## config.mk

```make
export PLATFORM = sky130hd
export DESIGN_NAME = fill_sweep_scheduler
export DESIGN_NICKNAME = d
export VERILOG_FILES = /design/src/rtl/fill_sweep_scheduler_pkg.sv /design/src/rtl/fill_sweep_scheduler_pipe.sv /design/src/rtl/fill_sweep_scheduler.sv
export SDC_FILE = /design/constraint.sdc
export NUM_CORES = 1
export LEC_CHECK = 0
export CORE_UTILIZATION = 53
export DETAILED_ROUTE_END_ITERATION = 12
export DONT_BUFFER_PORTS = 1
export GPL_ROUTABILITY_DRIVEN = 0
export PLACE_DENSITY = 0.83
export SYNTH_ARGS = -nofsm -noshare
export SYNTH_HDL_FRONTEND = slang
export SYNTH_SLANG_ARGS = --single-unit
```

## constraint.sdc

```tcl
create_clock -name clk -period 4.01 [get_ports clk]
set_clock_uncertainty 0.1 [all_clocks]
set_input_delay 0.401 -clock clk [delete_from_list [all_inputs] [get_ports clk]]
set_output_delay 0.401 -clock clk [all_outputs]
set_load 0.02 [all_outputs]
```

## src/rtl/fill_sweep_scheduler_pkg.sv

```systemverilog
// Shared types and frame constants for the fill sweep scheduler and its
// pixel_bram neighbours.
package fill_sweep_scheduler_pkg;

    localparam int          DEFAULT_FRAME_WIDTH  = 512;
    localparam int          DEFAULT_FRAME_HEIGHT = 384;
    localparam int          DEFAULT_FILL_LAT     = 3;
    localparam logic [15:0] DEFAULT_CLEAR_COLOR  = 16'h0000;
    localparam int          PBRAM_ADDR_BITS      = 18;

    typedef enum logic [1:0] {
        IDLE  = 2'd0,
        CLEAR = 2'd1,
        SWEEP = 2'd2,
        DRAIN = 2'd3
    } sweep_state_t;

    // Linear pixel address y*width + x, truncated to the BRAM address width.
    function automatic logic [PBRAM_ADDR_BITS-1:0] pix_addr(
        input logic [15:0] x,
        input logic [15:0] y,
        input int          width
    );
        logic [31:0] full;
        full = 32'(y) * 32'(width) + 32'(x);
        return full[PBRAM_ADDR_BITS-1:0];
    endfunction

endpackage

```

## src/rtl/fill_sweep_scheduler_pipe.sv

```systemverilog
// Fixed-length register delay line with asynchronous active-low reset;
// carries {valid, addr} alongside the fill unit latency.
module fill_sweep_scheduler_pipe
    import fill_sweep_scheduler_pkg::*;
#(
    parameter int WIDTH  = PBRAM_ADDR_BITS + 1,
    parameter int LENGTH = DEFAULT_FILL_LAT
) (
    input  logic             clk,
    input  logic             rst_n,
    input  logic [WIDTH-1:0] i_data,
    output logic [WIDTH-1:0] o_data
);

    logic [WIDTH-1:0] w_tap [LENGTH+1];

    assign w_tap[0] = i_data;

    for (genvar gi = 0; gi < LENGTH; gi++) begin : g_stage
        logic [WIDTH-1:0] r_q;

        always_ff @(posedge clk or negedge rst_n) begin
            if (!rst_n) begin
                r_q <= '0;
            end else begin
                r_q <= w_tap[gi];
            end
        end

        assign w_tap[gi+1] = r_q;
    end

    assign o_data = w_tap[LENGTH];

endmodule

```

## src/rtl/fill_sweep_scheduler.sv

```systemverilog
// Sequences clear / triangle-fill passes and drives pixel_bram port A.
// Optional feature macro: SWEEP_BBOX_EN (sweep only the clamped triangle bbox).
module fill_sweep_scheduler
    import fill_sweep_scheduler_pkg::*;
#(
    parameter int          FRAME_WIDTH  = DEFAULT_FRAME_WIDTH,
    parameter int          FRAME_HEIGHT = DEFAULT_FRAME_HEIGHT,
    parameter int          FILL_LAT     = DEFAULT_FILL_LAT,
    parameter logic [15:0] CLEAR_COLOR  = DEFAULT_CLEAR_COLOR
) (
    input  logic                       clk,
    input  logic                       rst_n,
    input  logic                       clear_req,
    output logic                       clear_ack,
    input  logic                       tri_valid,
    output logic                       tri_ready,
    input  logic [15:0]                tri_col,
`ifdef SWEEP_BBOX_EN
    input  logic [15:0]                bbox_x0,
    input  logic [15:0]                bbox_x1,
    input  logic [15:0]                bbox_y0,
    input  logic [15:0]                bbox_y1,
`endif
    output logic [15:0]                sx,
    output logic [15:0]                sy,
    input  logic                       is_within,
    output logic                       we,
    output logic [PBRAM_ADDR_BITS-1:0] waddr,
    output logic [15:0]                wdata,
    output logic                       busy,
    output logic                       done
);

    localparam logic [15:0] X_LAST = 16'(FRAME_WIDTH - 1);
    localparam logic [15:0] Y_LAST = 16'(FRAME_HEIGHT - 1);
    localparam logic [PBRAM_ADDR_BITS-1:0] ADDR_LAST =
        PBRAM_ADDR_BITS'(FRAME_WIDTH * FRAME_HEIGHT - 1);
    localparam int DRAIN_W = (FILL_LAT > 1) ? $clog2(FILL_LAT) : 1;
    localparam logic [DRAIN_W-1:0] DRAIN_INIT = DRAIN_W'(FILL_LAT - 1);

    sweep_state_t               r_state;
    logic [15:0]                r_x;
    logic [15:0]                r_y;
    logic [PBRAM_ADDR_BITS-1:0] r_addr;
    logic                       r_issue_valid;
    logic                       r_clear_we;
    logic                       r_clear_ack;
    logic                       r_done;
    logic                       r_ready_idle;
    logic [15:0]                r_col;
    logic [15:0]                r_x_min;
    logic [15:0]                r_x_max;
    logic [15:0]                r_y_min;
    logic [15:0]                r_y_max;
    logic [DRAIN_W-1:0]         r_drain_left;

    logic [15:0]                w_x_min;
    logic [15:0]                w_x_max;
    logic [15:0]                w_y_min;
    logic [15:0]                w_y_max;
    logic                       w_box_empty;
    logic                       w_tri_fire;
    logic                       w_sweep_last;
    logic [15:0]                w_nx;
    logic [15:0]                w_ny;
    logic [15:0]                w_clr_x;
    logic [15:0]                w_clr_y;
    logic [PBRAM_ADDR_BITS-1:0] w_addr_inc;
    logic [PBRAM_ADDR_BITS:0]   w_pipe_in;
    logic [PBRAM_ADDR_BITS:0]   w_pipe_out;

`ifdef SWEEP_BBOX_EN
    always_comb begin
        w_x_min     = (bbox_x0 > X_LAST) ? X_LAST : bbox_x0;
        w_x_max     = (bbox_x1 > X_LAST) ? X_LAST : bbox_x1;
        w_y_min     = (bbox_y0 > Y_LAST) ? Y_LAST : bbox_y0;
        w_y_max     = (bbox_y1 > Y_LAST) ? Y_LAST : bbox_y1;
        w_box_empty = (w_x_min > w_x_max) || (w_y_min > w_y_max);
    end
`else
    assign w_x_min     = '0;
    assign w_x_max     = X_LAST;
    assign w_y_min     = '0;
    assign w_y_max     = Y_LAST;
    assign w_box_empty = 1'b0;
`endif

    assign tri_ready    = r_ready_idle & ~clear_req;
    assign w_tri_fire   = tri_valid & tri_ready;
    assign w_sweep_last = (r_x == r_x_max) && (r_y == r_y_max);
    assign w_nx         = (r_x == r_x_max) ? r_x_min : r_x + 16'd1;
    assign w_ny         = (r_x == r_x_max) ? r_y + 16'd1 : r_y;
    assign w_clr_x      = (r_x == X_LAST) ? 16'd0 : r_x + 16'd1;
    assign w_clr_y      = (r_x == X_LAST) ? r_y + 16'd1 : r_y;
    assign w_addr_inc   = r_addr + 1'b1;

    // Addresses ride alongside the fill unit so the write lands on the pixel it judged.
    assign w_pipe_in = {r_issue_valid, (r_issue_valid ? r_addr : '0)};

    fill_sweep_scheduler_pipe #(
        .WIDTH  (PBRAM_ADDR_BITS + 1),
        .LENGTH (FILL_LAT)
    ) u_delay (
        .clk    (clk),
        .rst_n  (rst_n),
        .i_data (w_pipe_in),
        .o_data (w_pipe_out)
    );

    assign sx        = r_x;
    assign sy        = r_y;
    assign we        = r_clear_we | (w_pipe_out[PBRAM_ADDR_BITS] & is_within);
    assign waddr     = r_clear_we ? r_addr : w_pipe_out[PBRAM_ADDR_BITS-1:0];
    assign wdata     = r_clear_we ? CLEAR_COLOR : r_col;
    assign busy      = (r_state != IDLE);
    assign done      = r_done;
    assign clear_ack = r_clear_ack;

    always_ff @(posedge clk or negedge rst_n) begin
        if (!rst_n) begin
            r_state       <= IDLE;
            r_x           <= '0;
            r_y           <= '0;
            r_addr        <= '0;
            r_issue_valid <= 1'b0;
            r_clear_we    <= 1'b0;
            r_clear_ack   <= 1'b0;
            r_done        <= 1'b0;
            r_ready_idle  <= 1'b0;
            r_col         <= '0;
            r_x_min       <= '0;
            r_x_max       <= '0;
            r_y_min       <= '0;
            r_y_max       <= '0;
            r_drain_left  <= '0;
        end else begin
            r_clear_ack <= 1'b0;
            case (r_state)
                IDLE: begin
                    r_ready_idle <= 1'b1;
                    if (clear_req) begin
                        r_state      <= CLEAR;
                        r_ready_idle <= 1'b0;
                        r_clear_ack  <= 1'b1;
                        r_clear_we   <= 1'b1;
                        r_x          <= '0;
                        r_y          <= '0;
                        r_addr       <= '0;
                        r_done       <= (ADDR_LAST == '0);
                    end else if (w_tri_fire) begin
                        r_ready_idle <= 1'b0;
                        r_col        <= tri_col;
                        r_x_min      <= w_x_min;
                        r_x_max      <= w_x_max;
                        r_y_min      <= w_y_min;
                        r_y_max      <= w_y_max;
                        if (w_box_empty) begin
                            r_state      <= DRAIN;
                            r_drain_left <= DRAIN_INIT;
                            r_done       <= (FILL_LAT == 1);
                        end else begin
                            r_state       <= SWEEP;
                            r_x           <= w_x_min;
                            r_y           <= w_y_min;
                            r_addr        <= pix_addr(w_x_min, w_y_min, FRAME_WIDTH);
                            r_issue_valid <= 1'b1;
                        end
                    end
                end
                CLEAR: begin
                    if (r_done) begin
                        r_state      <= IDLE;
                        r_clear_we   <= 1'b0;
                        r_done       <= 1'b0;
                        r_ready_idle <= 1'b1;
                    end else begin
                        r_x    <= w_clr_x;
                        r_y    <= w_clr_y;
                        r_addr <= w_addr_inc;
                        r_done <= (w_addr_inc == ADDR_LAST);
                    end
                end
                SWEEP: begin
                    if (w_sweep_last) begin
                        r_state       <= DRAIN;
                        r_issue_valid <= 1'b0;
                        r_drain_left  <= DRAIN_INIT;
                        r_done        <= (FILL_LAT == 1);
                    end else begin
                        r_x    <= w_nx;
                        r_y    <= w_ny;
                        r_addr <= pix_addr(w_nx, w_ny, FRAME_WIDTH);
                    end
                end
                DRAIN: begin
                    // done lines up with the last coordinate leaving the delay line.
                    if (r_drain_left == '0) begin
                        r_state      <= IDLE;
                        r_done       <= 1'b0;
                        r_ready_idle <= 1'b1;
                    end else begin
                        r_drain_left <= r_drain_left - 1'b1;
                        r_done       <= (r_drain_left == DRAIN_W'(1));
                    end
                end
                default: begin
                    r_state <= IDLE;
                end
            endcase
        end
    end

endmodule

```

==> results of run 1 <==
-- how the worst max path moves through the flow --
stage / startpoint / to / slack [ns]
floorplan: sx[4]$_DFFE_PN0P_ / r_addr[17]$_DFFE_PN0P_ / 0.01
CTS: sx[4]$_DFFE_PN0P_ / r_addr[17]$_DFFE_PN0P_ / 0.07
finish: sx[4]$_DFFE_PN0P_ / r_addr[17]$_DFFE_PN0P_ / 0.17
detailed placement: sx[4]$_DFFE_PN0P_ / r_addr[17]$_DFFE_PN0P_ / 0.19
global route: sx[4]$_DFFE_PN0P_ / r_addr[17]$_DFFE_PN0P_ / -0.03
global placement: sx[4]$_DFFE_PN0P_ / r_addr[17]$_DFFE_PN0P_ / 0.30
-- cells in the final DEF, fill, tap and decap left out, drive strengths merged, types with 5 or more instances in the layout --
master	netlist	routed
nor2	51	51
o31ai	9	9
ha	17	17
and3	11	11
a31oi	5	5
xnor2	29	29
nand2	75	75
mux2	34	34
buf	5	22
nor3	11	11
o21ai	55	55
a21oi	34	34
nor2b	20	20
xor2	10	10
clkbuf	35	21
a211oi	5	5
inv	21	22
o211ai	6	6
a22o	12	12
and2	22	22
dfrtp	133	133
or4	7	7
a22oi	7	7
nand3	17	17
or3	8	8
nor4	9	9
nand4	7	7
-- cell type report --
| class | instances | area share |
|---|---|---|
| Inverter | 21 | 0.0101 |
| Tap cell | 172 | 0.0276 |
| Timing Repair Buffer | 23 | 0.0250 |
| Sequential cell | 133 | 0.427 |
| Clock buffer | 21 | 0.0590 |
| Clock inverter | 11 | 0.0223 |
| Multi-Input combinational cell | 512 | 0.429 |
-- critical path, delay by kind of cell, from the launching register on --
kind / cells / cell delay, ns
and+or+nand+nor: 4 / 1.05
xor gates and xnor gates: 1 / 0.09
DFF: 1 / 0.39
adders and majority gates: 2 / 0.61
muxes: 1 / 0.14
AOI/OAI and AO/OA: 5 / 1.36
-- metal layers --
layer / vias up / GRT usage / wire length, microns
li1: 2513 / - / -
met1: 2717 / 0.331 / 6920
met2: 285 / 0.420 / 8190
met3: 44 / 0.0789 / 1490
met4: 0 / 0.143 / 497
met5: - / 0 / 0
-- report_power, final --
part / leakage (nW) / switching (mW) / internal, mW / total [mW]
Combinational: 1.35 / 1.07 / 0.527 / 1.60
Clock: 0.300 / 0.579 / 1.07 / 1.65
Sequential: 1.78 / 0.167 / 1.53 / 1.70
Total: 3.42 / 1.82 / 3.13 / 4.95
-- stage by stage --
stage | TNS [ns] | setup WS [ns] | std cells | total power [mW] | hold slack, ns
floorplan | 0 | 0.0112 | 706 | 2.81 | 0.00541
global placement | 0 | 0.302 | 859 | 3.18 | 0.0124
detailed placement | 0 | 0.194 | 859 | 3.26 | 0.0103
CTS | 0 | 0.0748 | 893 | 4.95 | 0.0116
global route | -0.0252 | -0.0252 | 893 | 5.20 | 0.0101
finish | 0 | 0.166 | 893 | 4.95 | 0.0213
-- sequential cells by signal, indices dropped and copies added, names as in the netlist --
register             cells
u_delay.g_stage.r_q     38
u_delay.o_data          19
r_addr                  18
r_col                   16
sx                      16
sy                      16
r_drain_left             2
r_state                  2
clear_ack                1
done                     1
r_clear_we               1
r_issue_valid            1
r_ready_idle             1
r_x_max                  1
-- cells by family (layout without fill, tap and decap cells) --
family	after synthesis	after routing	share of synthesized area
and+or+nand+nor	252	252	0.186
muxes	35	35	0.0568
xor gates and xnor gates	39	39	0.0494
AOI/OAI and AO/OA	168	168	0.158
DFF	133	133	0.481
buffers and inverters	61	76	0.0349
adders and majority gates	18	18	0.0337
-- repair_timing --
action / in CTS / in global routing
hold buffers: 2 / 0
endpoints found under the hold margin: 133 / 0
resized for setup: 0 / 3
setup endpoints to repair: 0 / 1
==> impl_metrics.tcl, run 1 <==
set metrics [dict create \
    status "complete, no violations" \
    synth_top_area_frac 0.481 \
    drtIter0Drc 528 \
    clk_pin_slew_ns 0.06 \
    grt_pass1_wl_microns 27100 \
    ant_nets 0 \
    cp_slowest_cell "or4_4" \
    seq_area_sq_mm 0.00333 \
    layout.nets 747 \
    ys_ff_latch 133 \
    final_util 0.616 \
    grt_pass1_vias 5434 \
    drive_above_1_share 0.132 \
    setup_viol 0 \
    clk_root_buffer_cell "clkbuf_16" \
    period_share 0.959 \
    crit_chain "or4_4 -> nor4_4 -> o211a_4 -> nor2_1 -> ha_1 -> fa_2 -> a211oi_2 -> nor2_1 -> o41a_1 -> mux2i_1 -> o21ai_0 -> xnor2_1 -> o31ai_1" \
    tightestPinTransition_ns 1.07 \
    syn_area_sq_mm 0.00691 \
    critPathKind "register to register" \
    row_count 41 \
    cts.sinks 133 \
    post_cts_buffers 0 \
    finalMaxSlewViolations 0 \
    finalInstanceArea_sq_mm 0.00780 \
    seq_area_frac_synth 0.481 \
    critPathLaunchType "register" \
    endpoint_kind "register" \
    synth_nets 745 \
    tritoncts "built" \
    leakagePower_nw 3.42 \
    r2r_start "sx[4]$_DFFE_PN0P_" \
    vias 5559 \
    dr.pass1.iters 7 \
    synth_area_leaders "dfrtp_1 (48%), mux2_2 (5.5%), nand2_1 (4.1%), o21ai_0 (3.9%), xnor2_1 (3.7%)" \
    grt_remaining_overflow 0 \
    max_stage_delay_ns 0.55 \
    multi_input_area_sq_mm 0.00335 \
    worstReg2RegEnd "r_addr[17]$_DFFE_PN0P_" \
    synth_ff_type "dfrtp_1" \
    dieWidth_microns 116 \
    netlist_top_cells_count "dfrtp_1 (133), nand2_1 (75), o21ai_0 (54), nor2_1 (50), clkbuf_1 (35)" \
    reg2reg_depth 13 \
    grt_use_total 0.266 \
    insertion_delay_ns 0.43 \
    dp_hpwl_microns 11600 \
    crit_arrival_ns 4.08 \
    routed_wl_microns 17100 \
    area_delta_synth_final_pct 12.9 \
    ys_async_sr_fraction 1.00 \
    finalCriticalPeriod_ns 3.84 \
    critical_path_peak_fanout 13 \
    vias_per_cell 6.23 \
    yosys.area.top_type "dfrtp_1" \
    dieArea_sq_mm 0.0135 \
    dieHeight_microns 116 \
    synth_area_per_cell_sq_um 9.79 \
    start_util 0.546 \
    fillCellCount 1017 \
    holdPathEnd "r_col[13]$_DFFE_PN0P_" \
    cts_made_buffers 17 \
    maxCapViolCount 0 \
    yosys.cell_types.count 61 \
    min_path_cells 1 \
    worstPathRequired_ns 4.24 \
    cp_common_cell "nor2_1" \
    ir_worst_vdd_v 0.000251 \
    cts_max_path_buffers 2 \
    finalHoldViolations 0 \
    htreeDepth 4 \
    drc 0 \
    synth-edff-count 0 \
    p_per_area_mw_per_mm2 635 \
    min_from "tri_col[13]" \
    synth.most_common_cell "dfrtp_1" \
    yosys_warnings 0 \
    pin_count 92 \
    max_slew_margin 0.285 \
    r2r_slack_ns 0.17 \
    wl_per_cell_microns 19.1 \
    grt_max_degree 134 \
    hold_path.class "input pin to register" \
    insertedDiodeCount 0 \
    antenna_found_initial 0 \
    clock.fmax_mhz 260 \
    port_buffers 0 \
    place_area_sq_mm 0.00712 \
    coreArea_sq_mm 0.0127 \
    postSynthCellCount 706 \
]
Power figures use the tool's default switching activity.
==> inputs of run 2 (changes only) <==
Settings changed: CAP_MARGIN set to 20, SLEW_MARGIN set to 10.
==> results of run 2 <==
No change in the layout: final DEF, timing and power equal those of run 1.
==> inputs of run 3 (changes only) <==
Settings changed: CORE_MARGIN set to 4.
==> impl_metrics.tcl, run 3 (same netlist as run 1, synthesis figures left out) <==
set metrics [dict create \
    status "complete, no violations" \
    period_share 0.967 \
    wl_per_cell_microns 18.9 \
    vias 5661 \
    use_met2 0.371 \
    largest_register_ffs 38 \
    use_met3 0.0604 \
    tns_ns 0 \
    ir_worst_vdd_v 0.000355 \
    min_from "tri_col[4]" \
    finalMaxSlewViolations 0 \
    antenna_found_initial 0 \
    critPathLaunchType "register" \
    coreArea_sq_mm 0.0127 \
    dieHeight_microns 122 \
    start_util 0.546 \
    final_common_cell "dfrtp_1" \
    cpLargestDelayFamily "simple AND/OR/NAND/NOR gates" \
    cts_max_path_buffers 2 \
    leakagePower_nw 3.46 \
    cp_slowest_cell "or4_4" \
    finalCriticalPeriod_ns 3.88 \
    r2r_start "sx[5]$_DFFE_PN0P_" \
    drc 0 \
    cp-startpoint "sx[5]$_DFFE_PN0P_" \
    busiest_layer "met2" \
    port_buffers 0 \
    area_delta_synth_final_pct 13.6 \
    drive_above_1_share 0.144 \
    pin_count 92 \
    endpoint_kind "register" \
    htreeDepth 4 \
    place_area_sq_mm 0.00715 \
    clock.fmax_mhz 258 \
    hold_path.class "input pin to register" \
    clk_root_buffer_cell "clkbuf_16" \
    use_met1 0.307 \
    maxCapViolCount 0 \
    top_register "u_delay.g_stage.r_q" \
    critical_path_peak_fanout 5 \
    drtIter0Drc 685 \
    dieArea_sq_mm 0.0149 \
    cts.sinks 133 \
    tritoncts "built" \
    grt_pass1_wl_microns 27400 \
    insertedDiodeCount 0 \
    finalHoldViolations 0 \
    routed_wl_microns 17000 \
    setup_viol 0 \
    grt_use_total 0.235 \
    row_count 41 \
    grt_max_degree 134 \
    insertion_delay_ns 0.42 \
    layout.nets 757 \
    p_per_area_mw_per_mm2 621 \
    critPathKind "register to register" \
    cp_num_buf_inv 2 \
    worstPathRequired_ns 4.24 \
    clk_pin_slew_ns 0.06 \
    dp_hpwl_microns 11700 \
    finalInstanceArea_sq_mm 0.00785 \
    crit_arrival_ns 4.11 \
    dieWidth_microns 122 \
    layout_common_cells "dfrtp_1 (133), nand2_1 (75), o21ai_0 (51), nor2_1 (50)" \
    tightestPinTransition_ns 1.00 \
    grt_pass1_vias 5362 \
    max_stage_delay_ns 0.53 \
    dr.pass1.iters 5 \
    crit_chain "or4_4 -> nor4_4 -> o211ai_1 -> buf_4 -> clkdlybuf4s15_2 -> or3_1 -> nand2_1 -> ha_1 -> nor3_1 -> nor2_1 -> o41a_1 -> mux2i_1 -> o21ai_1 -> xnor2_1 -> o31ai_1" \
    grt_remaining_overflow 0 \
    cts_made_buffers 17 \
    max_slew_margin 0.328 \
    ant_nets 0 \
    power_mw 4.88 \
    vias_per_cell 6.28 \
]
-- run 3: changes by cell type in the layout (fill, tap and decap cells not counted), sizes merged --
cell and delta:
inv +1, clkbuf -1, clkinvlp -1, clkinv +1, clkdlybuf4s15 +1, buf +9, bufinv -1
-- run 3: layout make-up --
class	instances	area [sq um]
clock buffer	20	457
clock inverter	11	150
fill	993	4820
inverter	21	78.8
multi-input combinational	512	3350
sequential	133	3330
tap	172	215
timing repair buffer	33	274
-- run 3: timing repair --
item                                    4_1_cts  5_1_grt
resized for setup                             0        5
endpoints found under the setup margin        0        2
buffers inserted                              0        6
hold endpoints to repair                    133        0
hold buffers                                  2        0
-- run 3: stage by stage --
| stage | cells | hold slack, ns | utilization | setup slack, ns |
|---|---|---|---|---|
| 2_1_floorplan | 706 | 0.00541 | - | 0.0112 |
| 3_3_place_gp | 862 | 0.0130 | 0.564 | 0.253 |
| 3_5_place_dp | 862 | 0.0108 | 0.564 | 0.0867 |
| 4_1_cts | 895 | 0.00833 | 0.615 | 0.0556 |
| 5_1_grt | 902 | 0.00987 | 0.620 | -0.00518 |
| 6_report | 902 | 0.0292 | 0.620 | 0.131 |
-- run 3: worst paths after layout --
check                                                       endpoint  slack (ns)  cells after the start
worst max register to register                r_addr[17]$_DFFE_PN0P_        0.13                     15
min in group asynchronous                          sx[1]$_DFFE_PN0P_        0.49                      2
worst min register to register  u_delay.g_stage[1].r_q[13]$_DFF_PN0_        0.24                      0
worst max-delay path                          r_addr[17]$_DFFE_PN0P_        0.13                     15
max in group asynchronous                      r_addr[6]$_DFFE_PN0P_        2.80                      2
worst min-delay path                            r_col[4]$_DFFE_PN0P_        0.03                      1
-- run 3: power breakdown --
| part | total [mW] | switching [mW] | internal [mW] |
|---|---|---|---|
| clock | 1.58 | 0.569 | 1.01 |
| sequential | 1.67 | 0.143 | 1.53 |
| combinational | 1.63 | 1.09 | 0.537 |
| total | 4.88 | 1.80 | 3.08 |
-- run 3: layer usage --
metal	routed length [microns]	vias up
li1	-	2543
met1	7110	2760
met2	7960	305
met3	1440	53
met4	541	0
met5	0	-
==> edit 1 (config.mk and constraints of run 1) <==
The package constant `PBRAM_ADDR_BITS` goes from 18 to 14.
--- a/src/rtl/fill_sweep_scheduler_pkg.sv
+++ b/src/rtl/fill_sweep_scheduler_pkg.sv
@@ -6,7 +6,7 @@
     localparam int          DEFAULT_FRAME_HEIGHT = 384;
     localparam int          DEFAULT_FILL_LAT     = 3;
     localparam logic [15:0] DEFAULT_CLEAR_COLOR  = 16'h0000;
-    localparam int          PBRAM_ADDR_BITS      = 18;
+    localparam int          PBRAM_ADDR_BITS      = 14;
 
     typedef enum logic [1:0] {
         IDLE  = 2'd0,
Interface: changed (resized waddr); port bits go from 92 to 88. No check against the original RTL was run, so the function may have changed too.
==> edit 1 against run 1 <==
  * Die area decreased by 12%
  * Largest cell class is now flip-flops and latches
  * Synthesized cell count decreased by 16%
  * Design area decreased by 13%
  * Count of clock-buffer cells in the layout fell by 1
  * Via count is 16% lower
  * Wire length fell by 17%
  * Setup slack improved by 0.056 ns
  * Sequential cell count is 16 lower
  * Synthesized area decreased by 12%
Power is not compared: it rests on default switching activity, and its combinational part moved more than twofold at a synthesized area within 25%.
==> edit 1: results (changes against run 1) <==
{| class="wikitable"
! Metric !! Value
|-
| Outcome || complete, no violations
|-
| Global-route wire length before repair || 23.12 mm (-15%)
|-
| Max FO, Critical Path || 12 (-1)
|-
| Slew @ Worst Pin || 1.126 ns (+0.05931 ns)
|-
| Vias in the first global route || 4,588 (-16%)
|-
| Arrival time of the worst setup path || 4.03 ns (-0.05 ns)
|-
| Capture point of the worst reg-to-reg path || r_addr[13]$_DFFE_PN0P_
|-
| Largest net degree at the start of global routing || 118 (-12%)
|-
| Worst slack after detailed placement || 0.2882 ns (+0.09410 ns)
|-
| Distinct cells, synth || 59 (-3.3%)
|-
| Wire length per cell || 19.34 um (+1.0%)
|-
| Smallest hold slack || 0.03706 ns (+0.01571 ns)
|-
| Filler Cells Inserted || 859 (-16%)
|-
| Depth of the worst register-to-register path || 11 (-2)
|-
| Post-layout net count || 621 (-17%)
|-
| Skew-Pair Late Insertion Delay || 0.41 ns (-0.02 ns)
|-
| Starting DRT DRC Count || 405 (-23%)
|-
| Multiplexer share of the synthesized area || 0.06440 (+0.007564)
|-
| First-pass DRT Iterations || 5 (-2)
|-
| Post-placement cell area || 0.006127 mm^2 (-14%)
|-
| Worst hold path startpoint || tri_col[11]
|-
| Cells after synthesis || 593 (-16%)
|-
| Global-route total usage across every layer || 0.2580 (-0.008373)
|-
| Layout cells sized above 1 || 0.1505 (+0.01874)
|-
| Destination of the worst hold path || r_col[11]$_DFFE_PN0P_
|-
| Placed cell count || 704 (-18%)
|-
| Synthesized net count || 629 (-16%)
|}
edit 1: changes by cell type in the layout (fill, tap and decap cells not counted), sizes merged, moves of 12 or more:
cell,change
nand2,-28
a31oi,+12
o21ai,-27
nor2,-16
dfrtp,-16
xnor2,-16
o31ai,+15
edit 1: critical path, cell delays in order, from the launching register on:
cell and delay, ns:
sky130_fd_sc_hd__dfrtp_1 0.50, sky130_fd_sc_hd__or4_1 0.57, sky130_fd_sc_hd__o41ai_4 0.30, sky130_fd_sc_hd__and3_2 0.41, sky130_fd_sc_hd__mux2_2 0.42, sky130_fd_sc_hd__fa_1 0.47
sky130_fd_sc_hd__a21o_1 0.19, sky130_fd_sc_hd__a21oi_1 0.17, sky130_fd_sc_hd__xnor2_1 0.16, sky130_fd_sc_hd__o2111a_1 0.21, sky130_fd_sc_hd__a21oi_1 0.05, sky130_fd_sc_hd__a31oi_1 0.16
edit 1: cells by family (layout without fill, tap and decap cells):
logic type                 Yosys count  in the layout
xor gates and xnor gates            23             23
buffers and inverters               59             64
and+or+nand+nor                    195            195
DFF                                117            117
AOI/OAI and AO/OA                  149            149
adders and majority gates           15             15
muxes                               35             35
edit 1: power breakdown:
part,internal (mW),switching [mW],leakage [nW]
clock,0.959,0.536,0.276
combinational,0.00450,0.0246,1.22
sequential,1.18,0,1.46
total,2.14,0.560,2.96
edit 1: final cells by class:
type                    count  area [um^2]  area share
clock buffers              20        466.7     0.06904
clock inverters            12        128.9     0.01906
inverters                  17        63.81    0.009439
multi-input cells         417         2863      0.4235
flip-flops and latches    117         2928      0.4331
well taps                 140        175.2     0.02591
repair buffers             15        135.1     0.01999
edit 1: routing by layer:
metal,up-vias,part of all wire,track usage
li1,2142,-,-
met5,-,0,0
met3,33,0.076,0.07591
met4,0,0.025,0.1332
met2,220,0.47,0.4016
met1,2272,0.42,0.3254
==> edit 2 (settings of run 1) <==
Made on the original files. Make the reset (`rst_n`) synchronous in 2 clocked blocks. Comments in the files are not updated.
--- a/src/rtl/fill_sweep_scheduler_pipe.sv
+++ b/src/rtl/fill_sweep_scheduler_pipe.sv
@@ -19,7 +19,7 @@
     for (genvar gi = 0; gi < LENGTH; gi++) begin : g_stage
         logic [WIDTH-1:0] r_q;
 
-        always_ff @(posedge clk or negedge rst_n) begin
+        always_ff @(posedge clk) begin
             if (!rst_n) begin
                 r_q <= '0;
             end else begin
--- a/src/rtl/fill_sweep_scheduler.sv
+++ b/src/rtl/fill_sweep_scheduler.sv
@@ -116,7 +116,7 @@
     assign done      = r_done;
     assign clear_ack = r_clear_ack;
 
-    always_ff @(posedge clk or negedge rst_n) begin
+    always_ff @(posedge clk) begin
         if (!rst_n) begin
             r_state       <= IDLE;
             r_x           <= '0;
Formal check against the unedited RTL: differs if rst_n is asserted again (counterexample within 4 cycles, from zero or initial values and one cycle with rst_n low); with rst_n held inactive, the same outputs for 10 cycles.
==> edit 2 against run 1 <==
  * Wire length decreased by 4.7%
  * Sequential cell count unchanged
  * Design area decreased by 4.9%
  * Total power decreased by 17%
  * Setup slack got worse by 0.011 ns
  * Synthesized area decreased by 5.2%
  * Die area decreased by 5.1%
  * Combinational power decreased by 30%
  * Largest cell class unchanged
  * Highest routed layer unchanged
  * Sequential share of layout area decreased by 6.8 points
==> edit 2: results (changes against run 1) <==
{| class="wikitable"
! Metric !! Value
|-
| Outcome || complete, no violations
|-
| Via count of the routed design || 5,647 (+1.6%)
|-
| Met3 layer wire length in the routed design || 1.375 mm (-7.5%)
|-
| Total leakage power || 2.929 nW (-14%)
|-
| Biggest cell delay along the critical path || 0.47 ns (-0.08 ns)
|-
| Synthesized net count || 798 (+7.1%)
|-
| Global-route total usage across every layer || 0.2597 (-0.006676)
|-
| Async set or reset register ratio after synthesis || 0 (-1.000)
|-
| IR Drop Worst-Case VDD || 0.2886 mV (+15%)
|-
| Distinct cells, synth || 65 (+6.6%)
|-
| Hold path depth || 2 (+1)
|-
| Sequential cell area fraction in the yosys report || 0.4061 (-0.07534)
|-
| Slew @ Worst Pin || 0.8711 ns (-0.1959 ns)
|-
| Max FO, Critical Path || 12 (-1)
|-
| Largest net degree at the start of global routing || 119 (-11%)
|-
| Worst hold path startpoint || tri_col[0]
|-
| Destination of the worst hold path || r_col[0]$_SDFFE_PN0P_
|-
| Maximum level of the CTS H-tree || 4 (unchanged)
|-
| Post-layout net count || 805 (+7.8%)
|-
| DPL Wire Length || 11.24 mm (-3.4%)
|-
| Layout cells sized above 1 || 0.1297 (-0.002108)
|-
| Origin of the critical flop-to-flop path || sx[4]$_SDFFE_PN0P_
|-
| Arrival time of the worst setup path || 4.05 ns (-0.03 ns)
|-
| Synth top area cells || sky130_fd_sc_hd__dfxtp_1 (41%), sky130_fd_sc_hd__nand2_1 (5.1%), sky130_fd_sc_hd__and2_1 (4.7%)
|-
| Capture point of the worst reg-to-reg path || r_addr[17]$_SDFFE_PN0P_
|-
| First-pass DRT Iterations || 5 (-2)
|-
| Met3 usage in global routing || 0.08409 (+0.005213)
|-
| Depth of the worst register-to-register path || 14 (+1)
|-
| Number of flip-flops under the largest register name || 38 (unchanged)
|-
| Commonest cells post-synth || sky130_fd_sc_hd__dfxtp_1 (133), sky130_fd_sc_hd__nand2_1 (89), sky130_fd_sc_hd__and2_1 (49)
|-
| Crit-path slowest cell || sky130_fd_sc_hd__dfxtp_1
|-
| Global-route wire length before repair || 25.92 mm (-4.3%)
|-
| Wire length after detailed routing || 16.29 mm (-4.7%)
|-
| Filler Cells Inserted || 977 (-3.9%)
|-
| Met2 WL post-DR || 7.715 mm (-5.8%)
|-
| Net switching power figure || 1.463 mW (-20%)
|-
| Wl on met1 || 6.786 mm (-1.9%)
|-
| Worst slack after detailed placement || -0.01103 ns (-0.2052 ns)
|-
| Global-route met1 utilization || 0.3057 (-0.02573)
|}
-- edit 2: stage by stage --
stage / hold WS, ns / cell area (um^2) / TNS (ns) / cells
floorplan: 0.3119 / 6556 / 0 / 759
global placement: 0.3132 / 6763 / 0 / 890
detailed placement: 0.3179 / 6763 / -0.01103 / 890
CTS: 0.007710 / 7370 / 0 / 923
global route: 0.01245 / 7421 / -0.008912 / 926
finish: 0.02999 / 7421 / 0 / 926
-- edit 2: kinds of logic (layout without fill, tap and decap cells) --
group	after synthesis	count (layout)	share of synthesized area
buf+inv	58	78	0.03664
xor+xnor	42	42	0.05611
flops	133	133	0.4061
fa+ha+maj	18	18	0.03550
compound gates	164	164	0.1729
simple gates	323	323	0.2565
mux	21	21	0.03626
-- edit 2: how the worst max path moves through the flow --
stage / start / end / slack, ns / depth (start not counted)
2_1_floorplan: sx[3]$_SDFFE_PN0P_ / r_addr[17]$_SDFFE_PN0P_ / 0.11 / 14
3_3_place_gp: sx[3]$_SDFFE_PN0P_ / r_addr[17]$_SDFFE_PN0P_ / 0.23 / 13
3_5_place_dp: sx[3]$_SDFFE_PN0P_ / r_addr[17]$_SDFFE_PN0P_ / -0.01 / 13
4_1_cts: sx[3]$_SDFFE_PN0P_ / r_addr[17]$_SDFFE_PN0P_ / 0.11 / 13
5_1_grt: sx[4]$_SDFFE_PN0P_ / r_addr[17]$_SDFFE_PN0P_ / -0.009 / 14
6_report: sx[4]$_SDFFE_PN0P_ / r_addr[17]$_SDFFE_PN0P_ / 0.15 / 14
-- edit 2: final cells by class --
type / instances / area, um^2 / share of cell area
multi-input cells: 568 / 3689 / 0.4970
flip-flops and latches: 133 / 2664 / 0.3590
clock buffers: 19 / 452.9 / 0.06104
repair buffers: 32 / 242.7 / 0.03271
well taps: 147 / 183.9 / 0.02478
clock inverters: 13 / 136.4 / 0.01838
inverters: 14 / 52.55 / 0.007081
-- edit 2: power groups by stage --
stage,logic [mW],registers [mW],clock network (mW)
detailed placement,1.07,1.51,0
finish,1.12,1.48,1.51
global route,1.20,1.49,1.60
floorplan,0.842,1.45,0
global placement,1.04,1.50,0
CTS,1.08,1.48,1.54
-- edit 2: what timing repair did --
item                       in CTS  in global routing
pin swaps                       0                  1
hold endpoints to repair        2                  0
buffers inserted                0                  3
hold buffers                    1                  0
gates resized for setup         1                  5
setup endpoints to repair       1                  1
-- edit 2: critical path, delay by kind of cell (launching register included) --
kind                       cells  cell delay [ns]
and+or+nand+nor                5             0.77
AOI/OAI and AO/OA              5             1.34
DFF                            1             0.47
adders and majority gates      1             0.47
buffers and inverters          1             0.19
muxes                          1             0.23
xor gates and xnor gates       1             0.16
